===== src/rtl/count_strobe_conditioner_if.sv =====
// ============================================================================
// count_strobe_conditioner_if : raw request lines in, counter controls out
// Rev 1.0
// ============================================================================
`default_nettype none

interface count_strobe_conditioner_if;
  logic raw_up;
  logic raw_down;
  logic enable;
  logic increment;
  logic busy;

  modport master (
    output raw_up,
    output raw_down,
    input  enable,
    input  increment,
    input  busy
  );

  modport slave (
    input  raw_up,
    input  raw_down,
    output enable,
    output increment,
    output busy
  );
endinterface

`default_nettype wire


===== src/rtl/count_strobe_conditioner.sv =====
// ============================================================================
// count_strobe_conditioner : sync + debounce up/down requests into strobes
// Rev 1.0
// ============================================================================
`default_nettype none

module count_strobe_conditioner #(
  parameter int SYNC_STAGES     = 2,
  parameter int DEBOUNCE_CYCLES = 16,
  parameter int REPEAT_CYCLES   = 0
) (
  input  logic                        clk,
  input  logic                        rst_n,
  count_strobe_conditioner_if.slave   bus
);

  localparam int T_MAX = (DEBOUNCE_CYCLES > REPEAT_CYCLES) ? DEBOUNCE_CYCLES : REPEAT_CYCLES;
  localparam int TW    = $clog2(T_MAX + 1);
  localparam logic [TW-1:0] DEB_T = TW'(DEBOUNCE_CYCLES);
  localparam logic [TW-1:0] REP_T = TW'(REPEAT_CYCLES);
  localparam logic [TW-1:0] SAT_T = {TW{1'b1}};

  typedef enum logic [1:0] {
    IDLE     = 2'd0,
    DEBOUNCE = 2'd1,
    HELD     = 2'd2,
    RELEASE  = 2'd3
  } state_e;

  state_e                 state_q, state_d;
  logic [TW-1:0]          timer_q, timer_d;
  logic                   dir_q, dir_d;
  logic                   en_q, en_d;
  logic [SYNC_STAGES-1:0] up_sync_q;
  logic [SYNC_STAGES-1:0] dn_sync_q;

  logic          up;
  logic          dn;
  logic          sel;
  logic [TW-1:0] timer_inc;

  assign up        = up_sync_q[SYNC_STAGES-1];
  assign dn        = dn_sync_q[SYNC_STAGES-1];
  // Only the line latched at press time matters once we leave IDLE.
  assign sel       = dir_q ? up : dn;
  assign timer_inc = (timer_q == SAT_T) ? timer_q : timer_q + TW'(1);

  always_ff @(posedge clk or negedge rst_n) begin
    if (!rst_n) begin
      up_sync_q <= '0;
      dn_sync_q <= '0;
      state_q   <= IDLE;
      timer_q   <= '0;
      dir_q     <= 1'b1;
      en_q      <= 1'b0;
    end else begin
      up_sync_q <= {up_sync_q[SYNC_STAGES-2:0], bus.raw_up};
      dn_sync_q <= {dn_sync_q[SYNC_STAGES-2:0], bus.raw_down};
      state_q   <= state_d;
      timer_q   <= timer_d;
      dir_q     <= dir_d;
      en_q      <= en_d;
    end
  end

  always_comb begin
    state_d = state_q;
    timer_d = timer_q;
    dir_d   = dir_q;
    en_d    = 1'b0;
    case (state_q)
      IDLE: begin
        if (up ^ dn) begin
          dir_d   = up;
          timer_d = '0;
          state_d = DEBOUNCE;
        end
      end
      DEBOUNCE: begin
        if (sel) begin
          timer_d = timer_inc;
          if (timer_inc == DEB_T) begin
            en_d    = 1'b1;
            timer_d = '0;
            state_d = HELD;
          end
        end else begin
          timer_d = '0;
          state_d = IDLE;
        end
      end
      HELD: begin
        if (sel) begin
          // Saturating timer never returns to zero, so the guard keeps REP_T=0 silent.
          if (REPEAT_CYCLES > 0) begin
            timer_d = timer_inc;
            if (timer_inc == REP_T) begin
              en_d    = 1'b1;
              timer_d = '0;
            end
          end
        end else begin
          timer_d = '0;
          state_d = RELEASE;
        end
      end
      RELEASE: begin
        if (!sel) begin
          timer_d = timer_inc;
          if (timer_inc == DEB_T) begin
            timer_d = '0;
            state_d = IDLE;
          end
        end else begin
          timer_d = '0;
          state_d = HELD;
        end
      end
      default: begin
        timer_d = '0;
        state_d = IDLE;
      end
    endcase
  end

  assign bus.enable    = en_q;
  assign bus.increment = dir_q;
  assign bus.busy      = (state_q != IDLE);

endmodule

`default_nettype wire


===== src/flat_wrapper.sv =====
// flat-port wrapper written by rule: the top's interface ports become plain ports
module count_strobe_conditioner_flat 
#(
  parameter int SYNC_STAGES     = 2,
  parameter int DEBOUNCE_CYCLES = 16,
  parameter int REPEAT_CYCLES   = 0
)
  (clk, rst_n, bus_raw_up, bus_raw_down, bus_enable, bus_increment, bus_busy);
  count_strobe_conditioner_if bus_i ();
  input  logic clk;
  input  logic rst_n;
  input wire logic [$bits(bus_i.raw_up)-1:0] bus_raw_up;
  input wire logic [$bits(bus_i.raw_down)-1:0] bus_raw_down;
  output wire logic [$bits(bus_i.enable)-1:0] bus_enable;
  output wire logic [$bits(bus_i.increment)-1:0] bus_increment;
  output wire logic [$bits(bus_i.busy)-1:0] bus_busy;
  assign bus_i.raw_up = bus_raw_up;
  assign bus_i.raw_down = bus_raw_down;
  assign bus_enable = bus_i.enable;
  assign bus_increment = bus_i.increment;
  assign bus_busy = bus_i.busy;
  count_strobe_conditioner #(.SYNC_STAGES(SYNC_STAGES), .DEBOUNCE_CYCLES(DEBOUNCE_CYCLES), .REPEAT_CYCLES(REPEAT_CYCLES)) u_core (.clk(clk), .rst_n(rst_n), .bus(bus_i));
endmodule

===== config.mk =====
export PLATFORM = sky130hd
export DESIGN_NAME = count_strobe_conditioner_flat
export DESIGN_NICKNAME = d
export VERILOG_FILES = /design/src/rtl/count_strobe_conditioner_if.sv /design/src/rtl/count_strobe_conditioner.sv /design/src/flat_wrapper.sv
export SDC_FILE = /design/constraint.sdc
export NUM_CORES = 1
export LEC_CHECK = 0
export CAP_MARGIN = 10
export CORE_ASPECT_RATIO = 1.25
export CORE_UTILIZATION = 30
export DETAILED_ROUTE_END_ITERATION = 6
export GPL_ROUTABILITY_DRIVEN = 0
export GPL_TIMING_DRIVEN = 0
export PLACE_DENSITY = 0.5
export REMOVE_ABC_BUFFERS = 1
export SLEW_MARGIN = 20
export SYNTH_ARGS = -nofsm -noshare
export SYNTH_HDL_FRONTEND = slang
export SYNTH_SLANG_ARGS = --single-unit

===== constraint.sdc =====
create_clock -name clk -period 3 [get_ports clk]
set_clock_uncertainty 0.05 [all_clocks]
set_input_delay 0.9 -clock clk [delete_from_list [all_inputs] [get_ports clk]]
set_output_delay 0.9 -clock clk [all_outputs]
set_load 0.01 [all_outputs]

==> metrics.md <==
| Metric | Value |
|---|---|
| Antenna Nets Post-Route | `0` |
| Crit path max fanout | `7` |
| Slew at the pin closest to its max-slew limit | `575.6 ps` |
| Global-route wire length before repair | `2.035 mm` |
| Via/cell ratio | `5.348` |
| Max-slew headroom | `61.51%` |
| # H-tree levels | `1` |
| Post-synth cell types | `26` |
| Post-CTS Hold Fix Bufs | `0` |
| Placed insts | `88` |
| Hold_sp | `u_core.up_sync_q[0]$_DFF_PN0_` |
| Final WL | `1.123 mm` |
| Critical Path AT | `1440 ps` |
| Ys Warns | `0` |
| Gate Count Post-Synth | `63` |
| Final hold violation count | `0` |
| Hold path depth | `0` |
| Fin nets | `78` |
| CP Launch Type | `flip-flop` |
| DR WL/cell | `12.21 um` |
| Final Cycle Share | `79.78%` |
| Syn-to-layout area delta | `16.04%` |
| P_leak | `0.3219 nW` |
| Achievable Freq | `417.8 MHz` |
| Worst path required time | `2050 ps` |
| Post-route cell area | `733.2 sq um` |
| Register area share after synthesis | `51.68%` |
| Post-CTS Setup Inserts | `0` |
| Worst-path clk slew | `80 ps` |
| Vias in the first global route | `473` |
| Reg2Reg Setup Slack | `1160 ps` |
| Clk buf depth | `2` |
| Max-cap violations | `0` |
| Post-route insts no fill | `92` |
| Status | `completed` |
| Worst Setup Path Type | `flip-flop to primary output` |
| DRC Markers | `0` |
| Starting Density | `31.88%` |
| Peak supply drop | `0.0003536 V` |
| DR pass1 iterations | `4` |
| Area of the multi-input gates | `279.0 sq um` |
| Largest net degree at the start of global routing | `14` |
| R2r startpoint | `u_core.timer_q[1]$_DFFE_PN0P_` |
| Gr usage total | `12.13%` |
| Syn Std Cell Area | `631.9 sq um` |
| Fin Hold WS | `301.9 ps` |
| Die Y | `53.31 um` |
| Fill count | `208` |
| Fin. max-slew vios | `0` |
| Dpl hpwl | `820.5 um` |
| Setup ws final | `606.6 ps` |
| CTS Sinks | `13` |
| CTS buffer count | `3` |
| Fraction of layout cells with a size suffix above 1 | `12.50%` |
| FP Rows | `18` |
| Hold Path End | `u_core.up_sync_q[1]$_DFF_PN0_` |
| Resize count post-CTS | `0` |
| Initial antenna violation count | `0` |
| IO buf count | `6` |
| RSZ-0062 raised after global routing | `no` |
| Via count | `492` |
| TritonCTS clock tree | `built` |
| Critical path capture point type | `primary output` |
| IO Count | `7` |
| Setup violations, final | `0` |
| Mean Syn Cell Area | `10.03 sq um` |
| Synthesized flop and latch total | `13` |
| Die Wd | `43.05 um` |
| Global route overflow | `0` |
| DR iter-0 viols | `13` |
| Pre-CTS setup slack | `908.8 ps` |
| Tmin final | `2393 ps` |
| Worst-skew pair later-pin latency | `280 ps` |
| Seq. cell area | `326.6 sq um` |
| Die area | `2295 sq um` |
| Power Density | `708.9 nW/um^2` |
| R2R cell count | `6` |
| Core Area | `1982 sq um` |
| Class of the worst hold path | `flip-flop to flip-flop` |
| N_diodes | `0` |
| TNS Setup | `0 ps` |
| Placed instance area | `705.7 sq um` |
| Root Driver | `clkbuf_4` |
==> worst max-delay path by stage <==
stage                                         end                              from
finish                                   bus_busy                         flip-flop
global route                             bus_busy                         flip-flop
CTS                                      bus_busy                         flip-flop
detailed placement                       bus_busy                         flip-flop
global placement                         bus_busy                         flip-flop
floorplan           u_core.state_q[0]$_DFFE_PN0P_  u_core.bus.increment$_DFFE_PN1P_
==> cells in the final DEF (no fill, tap or decap), drive strengths merged, types with 2 or more instances in the layout <==
cell type	synthesis	layout
a21oi	4	4
a31oi	2	2
and2b	2	2
clkbuf	0	3
clkdlybuf4s50	0	6
dfrtp	12	12
inv	4	4
mux2i	3	3
nand2	5	5
nand3	2	2
nor2	2	2
nor3	3	3
o211ai	2	2
o21ai	9	9
==> through the flow <==
step	utilization, %	total power [mW]
after CTS	36.99	0.5281
final	36.99	0.5198
after floorplan	-	0.3553
after global routing	36.99	0.5647
after detailed placement	35.61	0.4177
after global placement	35.61	0.4121
==> power breakdown <==
part | internal (mW) | total (mW) | switching (mW)
clock | 0.0495 | 0.108 | 0.0585
combinational | 0.0846 | 0.168 | 0.0832
sequential | 0.207 | 0.244 | 0.0370
total | 0.341 | 0.520 | 0.179
==> layer usage <==
| metal | up-vias | GRT usage (%) | part of all wire [%] |
|---|---|---|---|
| li1 | 246 | - | - |
| met1 | 235 | 14.86 | 48 |
| met2 | 9 | 18.69 | 46 |
| met3 | 2 | 3.413 | 4.4 |
| met4 | 0 | 7.576 | 1.1 |
| met5 | - | 0 | 0 |
==> cells in the mapped netlist <==
library cell | count | area, sq um
nor4_1 | 1 | 6.260
o31ai_1 | 1 | 7.510
mux2i_2 | 1 | 13.76
a21oi_1 | 4 | 20.02
nand2_1 | 5 | 18.77
xnor2_1 | 1 | 8.760
and2_1 | 1 | 6.260
nor2_1 | 2 | 7.510
o21ai_0 | 9 | 45.04
mux2i_1 | 2 | 20.02
a21o_1 | 1 | 7.510
o211ai_1 | 2 | 15.01
and2b_2 | 2 | 17.52
and3_1 | 1 | 6.260
inv_1 | 4 | 15.01
nand3_1 | 2 | 10.01
nand3b_1 | 1 | 7.510
ha_1 | 1 | 12.51
buf_6 | 1 | 11.26
nor3_1 | 3 | 15.01
or2_2 | 1 | 6.260
a22o_1 | 1 | 8.760
dfstp_2 | 1 | 26.28
a31oi_1 | 2 | 12.51
dfrtp_1 | 12 | 300.3
nand4_1 | 1 | 6.260
==> flip-flops by register name, indices dropped and copies added (netlist names), named ones only <==
| register | flops |
|---|---|
| u_core.timer_q | 5 |
| u_core.state_q | 1 |
| u_core.bus.increment | 1 |
| u_core.dn_sync_q | 2 |
| u_core.up_sync_q | 2 |
| u_core.bus.enable | 1 |
==> final cells by class <==
type                            instances  area share, %
Multi-Input combinational cell         45          38.05
Inverter                                4          2.048
Tap cell                               20          3.413
Clock inverter                          1         0.6826
Sequential cell                        13          44.54
Timing Repair Buffer                    6          8.191
Clock buffer                            3          3.072
==> critical path: stages (launching register included) <==
cell and delay, ps:
dfrtp_1 450, nor2_1 170, inv_1 60, clkdlybuf4s50_1 470
==> cell families after synthesis <==
logic type,share of synthesized area [%]
multiplexers,5.346
adder cells (fa/ha/maj),1.980
AND/OR/NAND/NOR,17.03
buffers and inverters,4.158
flip-flops,51.68
XOR/XNOR,1.386
AO/OA/AOI/OAI,18.42
Note: power is estimated with default switching activity, not from simulation.
